==> config.mk <==
export PLATFORM = sky130hd
export DESIGN_NAME = coefficient_sequencer
export DESIGN_NICKNAME = d
export VERILOG_FILES = /design/src/rtl/coefficient_sequencer.sv
export SDC_FILE = /design/constraint.sdc
export NUM_CORES = 1
export LEC_CHECK = 0
export CAP_MARGIN = 0
export CORE_MARGIN = 10
export CORE_UTILIZATION = 40
export CTS_CLUSTER_SIZE = 40
export DETAILED_ROUTE_END_ITERATION = 7
export DONT_BUFFER_PORTS = 1
export PLACE_DENSITY = 0.66
export SLEW_MARGIN = 5
export SYNTH_ARGS = -nofsm -noshare
export SYNTH_HDL_FRONTEND = slang
export SYNTH_SLANG_ARGS = --single-unit
==> constraint.sdc <==
create_clock -name clk -period 1.7 [get_ports clk]
set_input_delay 0.34 -clock clk [delete_from_list [all_inputs] [get_ports clk]]
set_output_delay 0.34 -clock clk [all_outputs]
set_load 0.05 [all_outputs]
==> src/rtl/coefficient_sequencer.sv <==
// Coefficient load sequencer for a FIR datapath.
// Issues one-cycle load strobes for NUM_COEFF coefficients in ascending or
// descending order, waiting for modwait to drop between loads. An optional
// settle gap follows each strobe. Reload requests that arrive mid-sequence
// are queued, and abort terminates the sequence. Busy and done status are
// also reported.
module coefficient_sequencer #(
    parameter int NUM_COEFF  = 4,
    parameter int SETTLE_CYC = 0,
    localparam int IDX_W     = (NUM_COEFF > 1) ? $clog2(NUM_COEFF) : 1
) (
    input  logic             clk,
    input  logic             reset,
    input  logic             new_coefficient_set,
    input  logic             modwait,
    input  logic             reverse,
    input  logic             abort,
    output logic             load_coeff,
    output logic [IDX_W-1:0] coefficient_num,
    output logic             busy,
    output logic             load_done
);

    typedef enum logic [2:0] {
        IDLE   = 3'd0,
        LOAD   = 3'd1,
        SETTLE = 3'd2,
        WAIT   = 3'd3,
        DONE   = 3'd4
    } state_t;

    localparam logic [IDX_W-1:0] LAST_IDX    = IDX_W'(NUM_COEFF - 1);
    localparam logic [3:0]       SETTLE_LOAD = (SETTLE_CYC > 0) ? 4'(SETTLE_CYC - 1) : 4'd0;

    state_t           state;
    state_t           state_next;
    logic [IDX_W-1:0] idx;
    logic [IDX_W-1:0] idx_next;
    logic             pending;
    logic             pending_next;
    logic             dir;
    logic             dir_next;
    logic [3:0]       settle_cnt;
    logic [3:0]       settle_cnt_next;
    logic             at_last;

    // The final index depends on the direction latched at sequence start.
    assign at_last = dir ? (idx == '0) : (idx == LAST_IDX);

    // State and sequence registers with synchronous reset.
    always_ff @(posedge clk) begin
        if (reset) begin
            state      <= IDLE;
            idx        <= '0;
            pending    <= 1'b0;
            dir        <= 1'b0;
            settle_cnt <= '0;
        end else begin
            state      <= state_next;
            idx        <= idx_next;
            pending    <= pending_next;
            dir        <= dir_next;
            settle_cnt <= settle_cnt_next;
        end
    end

    // Next-state logic. The last-index check is made before any index step
    // so the index never wraps. Abort overrides every other transition.
    always_comb begin
        state_next      = state;
        idx_next        = idx;
        pending_next    = pending;
        dir_next        = dir;
        settle_cnt_next = settle_cnt;

        if (state != IDLE && new_coefficient_set) begin
            pending_next = 1'b1;
        end

        case (state)
            IDLE: begin
                if ((new_coefficient_set || pending) && !modwait) begin
                    state_next   = LOAD;
                    idx_next     = reverse ? LAST_IDX : '0;
                    dir_next     = reverse;
                    pending_next = 1'b0;
                end
            end
            LOAD: begin
                if (at_last) begin
                    state_next = DONE;
                end else if (SETTLE_CYC > 0) begin
                    state_next      = SETTLE;
                    settle_cnt_next = SETTLE_LOAD;
                end else begin
                    state_next = WAIT;
                end
            end
            SETTLE: begin
                if (settle_cnt == '0) begin
                    state_next = WAIT;
                end else begin
                    settle_cnt_next = settle_cnt - 4'd1;
                end
            end
            WAIT: begin
                if (!modwait) begin
                    idx_next   = dir ? (idx - IDX_W'(1)) : (idx + IDX_W'(1));
                    state_next = LOAD;
                end
            end
            DONE: begin
                state_next = IDLE;
            end
            default: begin
                state_next = IDLE;
            end
        endcase

        if (abort && state != IDLE) begin
            state_next   = IDLE;
            pending_next = 1'b0;
        end
    end

    // Moore outputs decoded from the registered state only.
    always_comb begin
        load_coeff      = (state == LOAD);
        busy            = (state != IDLE);
        load_done       = (state == DONE);
        coefficient_num = (state == IDLE) ? '0 : idx;
    end

endmodule

==> impl_metrics.env, run 1 <==
export IMPL_syn2layout_area_growth_pct=16.3
export IMPL_drc=0
export IMPL_crit_required_ns=1.36
export IMPL_cts_sinks=11
export IMPL_cts_root_buf="clkbuf_4"
export IMPL_crit_path_start_kind="flip-flop"
export IMPL_synth_most_common_cell="dfxtp_1"
export IMPL_cts_tree="done"
export IMPL_post_route_cell_area_um2=805
export IMPL_synthTopCellsByCount="dfxtp_1 (11), nor2_1 (7), a21oi_1 (5), nand2_1 (5)"
export IMPL_finalCritPeriodShare_pct=97.2
export IMPL_drtAntennaViolNets=0
export IMPL_finalMaxSlewViolations=0
export IMPL_dpl_cell_area_um2=771
export IMPL_avgSynthCellArea_um2=8.76
export IMPL_grt_pass1_wl_um=2810
export IMPL_die_height_um=61.6
export IMPL_place_detailed_hpwl_um=1260
export IMPL_syn_nets=86
export IMPL_die_area_um2=3790
export IMPL_seq_area_frac_synth_pct=31.8
export IMPL_clock_power_share_pct=24.9
export IMPL_yosysTopAreaCellShare_pct=31.8
export IMPL_hold_buffers=0
export IMPL_fp_dieW_um=61.6
export IMPL_fin_skew_ns=0.000938
export IMPL_post_cts_buffers=0
export IMPL_htreeDepth=1
export IMPL_synth_top_area_cell="dfxtp_1"
export IMPL_wl_per_cell_um=15.7
export IMPL_comb_power_share_pct=34.1
export IMPL_leakagePower_nw=0.287
export IMPL_dp_cells=98
export IMPL_diodes=0
export IMPL_ys_top_cells_by_area="dfxtp_1 (32%), nor2_1 (3.8%), xnor2_1 (3.8%)"
export IMPL_synth_ff_type="dfxtp_1"
export IMPL_path_clk_slew_ns=0.07
export IMPL_drive_above_1_share_pct=27.9
export IMPL_grt_overflow_total=0
export IMPL_yosys_warnings=0
export IMPL_io_pins=11
export IMPL_cp_max_fo=4
export IMPL_p_switching_mw=0.241
export IMPL_floorplan_initialDensity_pct=43.9
export IMPL_drt_iter0_drc=21
export IMPL_status="complete, no violations"
export IMPL_synth_edf_count=0
export IMPL_switching_share_pct=34.0
export IMPL_synth_seq_cells=11
export IMPL_grt_usage_pct=9.98
export IMPL_ys_types=38
export IMPL_endpoint_kind="output port"
export IMPL_ir_worst_vdd_v=0.000566
export IMPL_antenna_found_initial=0
export IMPL_final_nets=94
export IMPL_core_um2=1580
export IMPL_setup_viol=0
export IMPL_maxCapViolations=0
export IMPL_wirelength_um=1600
export IMPL_worstMarginPinSlew_ns=0.329
export IMPL_relSlewSlack_pct=78.0
export IMPL_critPathKind="flip-flop to output port"
export IMPL_cts_buffers=3
export IMPL_grt_setup_unrepaired="no"
export IMPL_internal_power_mw=0.467
export IMPL_fin_tns_setup_ns=0
export IMPL_cp_arrival_ns=1.31
export IMPL_clock_latency_ns=0.26
export IMPL_timing_final_hold_violations=0
export IMPL_vias_per_cell=5.78
export IMPL_drtPass1Iterations=4
export IMPL_place_gp_congestion=0.772
export IMPL_vias=590
export IMPL_syn_area_um2=692
export IMPL_synthCells=79
export IMPL_grt_pass1_vias=605
export IMPL_pwr_density_cell_nw_per_um2=880
export IMPL_port_buffers=0
export IMPL_period_needed_ns=1.65
export IMPL_fmax_mhz=605
export IMPL_grt_start_max_net_pins=11
export IMPL_pwr_share_seq_pct=41.0
export IMPL_fin_cells=102
export IMPL_hold_class="input pin to flip-flop"
export IMPL_rows=14
export IMPL_cts_buffer_depth=2
export IMPL_synthArstFlopShare_pct=0
-- state kept, by name, indices dropped and copies added (netlist names) --
signal      flops
settle_cnt      4
pending         1
idx             2
state           3
dir             1
-- metal layers --
metal,share of wire (%),GRT usage [%]
met5,0,0
met4,0.88,2.87
met3,7.0,4.53
met2,53,17.6
met1,39,10.4
-- cell type report --
| cell class | instances | area, um^2 |
|---|---|---|
| Sequential cell | 11 | 220 |
| Tap cell | 16 | 20.0 |
| Clock buffer | 4 | 26.3 |
| Timing Repair Buffer | 8 | 85.1 |
| Multi-Input combinational cell | 59 | 438 |
| Inverter | 4 | 15.0 |
| Fill cell | 164 | 772 |
-- power by group through the flow --
stage / combinational, mW / clock, mW / sequential, mW
3_5_place_dp: 0.236 / 0 / 0.296
4_1_cts: 0.238 / 0.188 / 0.290
2_1_floorplan: 0.190 / 0 / 0.292
6_report: 0.241 / 0.177 / 0.290
3_3_place_gp: 0.231 / 0 / 0.296
5_1_grt: 0.261 / 0.195 / 0.294
-- final timing paths --
path / start / to / slack, ns / cells after the start
worst min register to register: settle_cnt[3] / settle_cnt[3] / 0.48 / 2
worst max-delay path: state[1] / coefficient_num[1] / 0.05 / 3
worst max register to register: state[1] / settle_cnt[3] / 0.26 / 5
worst min-delay path: reset / settle_cnt[0] / 0.14 / 1
-- through the flow --
stage | setup WS (ns) | util [%] | hold slack (ns) | power [mW]
6_report | 0.0470 | 51.0 | 0.137 | 0.708
5_1_grt | 0.00318 | 51.0 | 0.119 | 0.750
4_1_cts | 0.000412 | 50.7 | 0.125 | 0.715
3_5_place_dp | 0.263 | 48.9 | 0.415 | 0.532
3_3_place_gp | 0.313 | 48.9 | 0.415 | 0.527
2_1_floorplan | 0.132 | - | 0.439 | 0.482
-- placed cells by master (no fill, tap or decap), types with 2 or more instances in the layout --
master and count:
nand3b_1 2, a21oi_1 5, nand2_1 5, a21o_1 2, buf_4 6, inv_1 3, clkbuf_4 3, nor2_1 7
dfxtp_1 11, and2_1 2, xnor2_1 3, nor3b_2 2, buf_12 2, o21ai_0 3, o21bai_1 2, a211oi_1 2
a31oi_1 3
-- logic make-up after synthesis --
family / count (synthesis) / synth area share (%)
xor gates and xnor gates: 4 / 5.06
DFF: 11 / 31.8
muxes: 1 / 1.45
adders and majority gates: 1 / 1.81
buffers and inverters: 9 / 6.69
AOI/OAI and AO/OA: 26 / 28.2
and+or+nand+nor: 27 / 25.0
-- worst max-delay path, cell delays in order (launching register included) --
cell	delay, ns
dfxtp_1	0.31
or3_4	0.39
and2_1	0.19
buf_12	0.15
-- timing repair --
item,CTS,global route
gates cloned,0,0
gates resized for setup,1,1
setup endpoints to repair,1,2
Power figures use the tool's default switching activity.
==> inputs of run 2 (changes only) <==
Settings changed: DONT_BUFFER_PORTS 1 to not set, PLACE_DENSITY 0.66 to 0.74.
Clock period 1.7 ns to 1.9 ns, I/O delays scaled along.
==> impl_metrics.env, run 2 (synthesized netlist as in run 1, its figures left out) <==
export IMPL_floorplan_initialDensity_pct=43.9
export IMPL_endpoint_kind="output port"
export IMPL_grt_overflow_total=0
export IMPL_cts_root_buf="clkbuf_4"
export IMPL_final_nets=100
export IMPL_place_detailed_hpwl_um=1190
export IMPL_drt_iter0_drc=22
export IMPL_maxCapViolations=0
export IMPL_cts_buffer_depth=2
export IMPL_leakagePower_nw=0.321
export IMPL_syn2layout_area_growth_pct=29.1
export IMPL_path_clk_slew_ns=0.07
export IMPL_grt_setup_unrepaired="no"
export IMPL_ff2ff_path_depth=4
export IMPL_fin_skew_ns=0.00269
export IMPL_grt_usage_pct=8.90
export IMPL_vias=622
export IMPL_hold_class="flip-flop to flip-flop"
export IMPL_status="complete, no violations"
export IMPL_die_height_um=61.6
export IMPL_io_pins=11
export IMPL_largest_reg_flops=4
export IMPL_r2r_start="state[0]"
export IMPL_cp_arrival_ns=1.40
export IMPL_timing_final_hold_violations=0
export IMPL_pwr_density_cell_nw_per_um2=774
export IMPL_drtAntennaViolNets=0
export IMPL_rows=14
export IMPL_place_gp_congestion=0.831
export IMPL_port_buffers=10
export IMPL_finalMaxSlewViolations=0
export IMPL_critPathKind="flip-flop to output port"
export IMPL_vias_per_cell=5.76
export IMPL_cp_endpoint="coefficient_num[0]"
export IMPL_htreeDepth=1
export IMPL_ir_worst_vdd_v=0.000430
export IMPL_cts_sinks=11
export IMPL_fin_tns_setup_ns=0
export IMPL_setup_worst_path_start="state[0]"
export IMPL_core_um2=1580
export IMPL_crit_path_start_kind="flip-flop"
export IMPL_fmax_mhz=561
export IMPL_drtPass1Iterations=3
export IMPL_timing_rr_end="state[2]"
export IMPL_cts_buffers=3
export IMPL_drc=0
export IMPL_period_needed_ns=1.78
export IMPL_antenna_found_initial=0
export IMPL_grt_start_max_net_pins=13
export IMPL_crit_required_ns=1.52
export IMPL_clock_latency_ns=0.27
export IMPL_finalPower_mw=0.692
export IMPL_cts_tree="done"
export IMPL_fillers=143
export IMPL_finalCritPeriodShare_pct=93.8
export IMPL_worstMarginPinSlew_ns=0.271
export IMPL_cp_max_fo=12
export IMPL_drive_above_1_share_pct=26.1
export IMPL_grt_pass1_vias=579
export IMPL_final_cell_mix="dfxtp_1 (10), nor2_1 (7)"
export IMPL_relSlewSlack_pct=81.9
export IMPL_setup_viol=0
export IMPL_r2r_slack_ns=0.45
export IMPL_grt_pass1_wl_um=2580
export IMPL_largest_register="settle_cnt"
export IMPL_fp_dieW_um=61.6
export IMPL_reg_largest_list="settle_cnt: 4 flops, state: 3 flops, idx: 2 flops"
export IMPL_die_area_um2=3790
export IMPL_post_cts_buffers=0
export IMPL_wirelength_um=1550
export IMPL_diodes=0
export IMPL_wl_per_cell_um=14.3
export IMPL_layout_commonest_cell="dfxtp_1"
==> run 2: changes by cell type in the layout (fill, tap and decap cells not counted), sizes merged <==
cell           change
buf                +1
clkdlybuf4s50      +5
==> run 2: metal layers <==
| layer | vias to the layer above | routed length (um) | global-route usage [%] |
|---|---|---|---|
| li1 | 312 | - | - |
| met1 | 299 | 689 | 10.2 |
| met2 | 9 | 768 | 14.1 |
| met3 | 2 | 80 | 5.14 |
| met4 | 0 | 10 | 1.91 |
| met5 | - | 0 | 0 |
==> run 2: how the worst min path moves through the flow <==
stage | slack, ns | startpoint | cells after the start | endpoint
after floorplan | 0.44 | settle_cnt[3] | 2 | settle_cnt[3]
after global placement | 0.46 | settle_cnt[3] | 2 | settle_cnt[3]
after detailed placement | 0.47 | settle_cnt[3] | 2 | settle_cnt[3]
after CTS | 0.48 | settle_cnt[3] | 2 | settle_cnt[3]
after global routing | 0.50 | settle_cnt[3] | 2 | settle_cnt[3]
final | 0.47 | settle_cnt[3] | 2 | settle_cnt[3]
==> run 2: critical path: stages, from the launching register on <==
cell and delay (ns):
dfxtp_2 0.39, or3_1 0.38, and2_1 0.21, buf_12 0.15
==> run 2: what timing repair did <==
| item | in CTS | in global routing |
|---|---|---|
| setup endpoints to repair | 0 | 3 |
| gates resized for setup | 0 | 1 |
| hold buffers | 0 | 0 |
==> run 2: final cells by class <==
cell class | count | area (um^2) | area share, %
multi-input combinational | 59 | 430 | 48.2
sequential | 11 | 221 | 24.8
timing repair buffer | 14 | 180 | 20.2
clock buffer | 4 | 26.3 | 2.94
tap | 16 | 20.0 | 2.24
inverter | 4 | 15.0 | 1.68
==> run 2: power by group <==
group	internal, mW	switching (mW)
clock network	0.0815	0.0842
logic	0.122	0.133
registers	0.247	0.0241
==> run 2: metrics by stage <==
step	area [um^2]	setup WS [ns]	hold WS (ns)	instances	util [%]
after floorplan	697	0.292	0.443	79	-
after global placement	866	0.169	0.460	104	54.9
after detailed placement	866	0.111	0.467	104	54.9
after CTS	892	0.0229	0.478	108	56.6
after global routing	893	0.0615	0.497	108	56.7
final	893	0.118	0.474	108	56.7
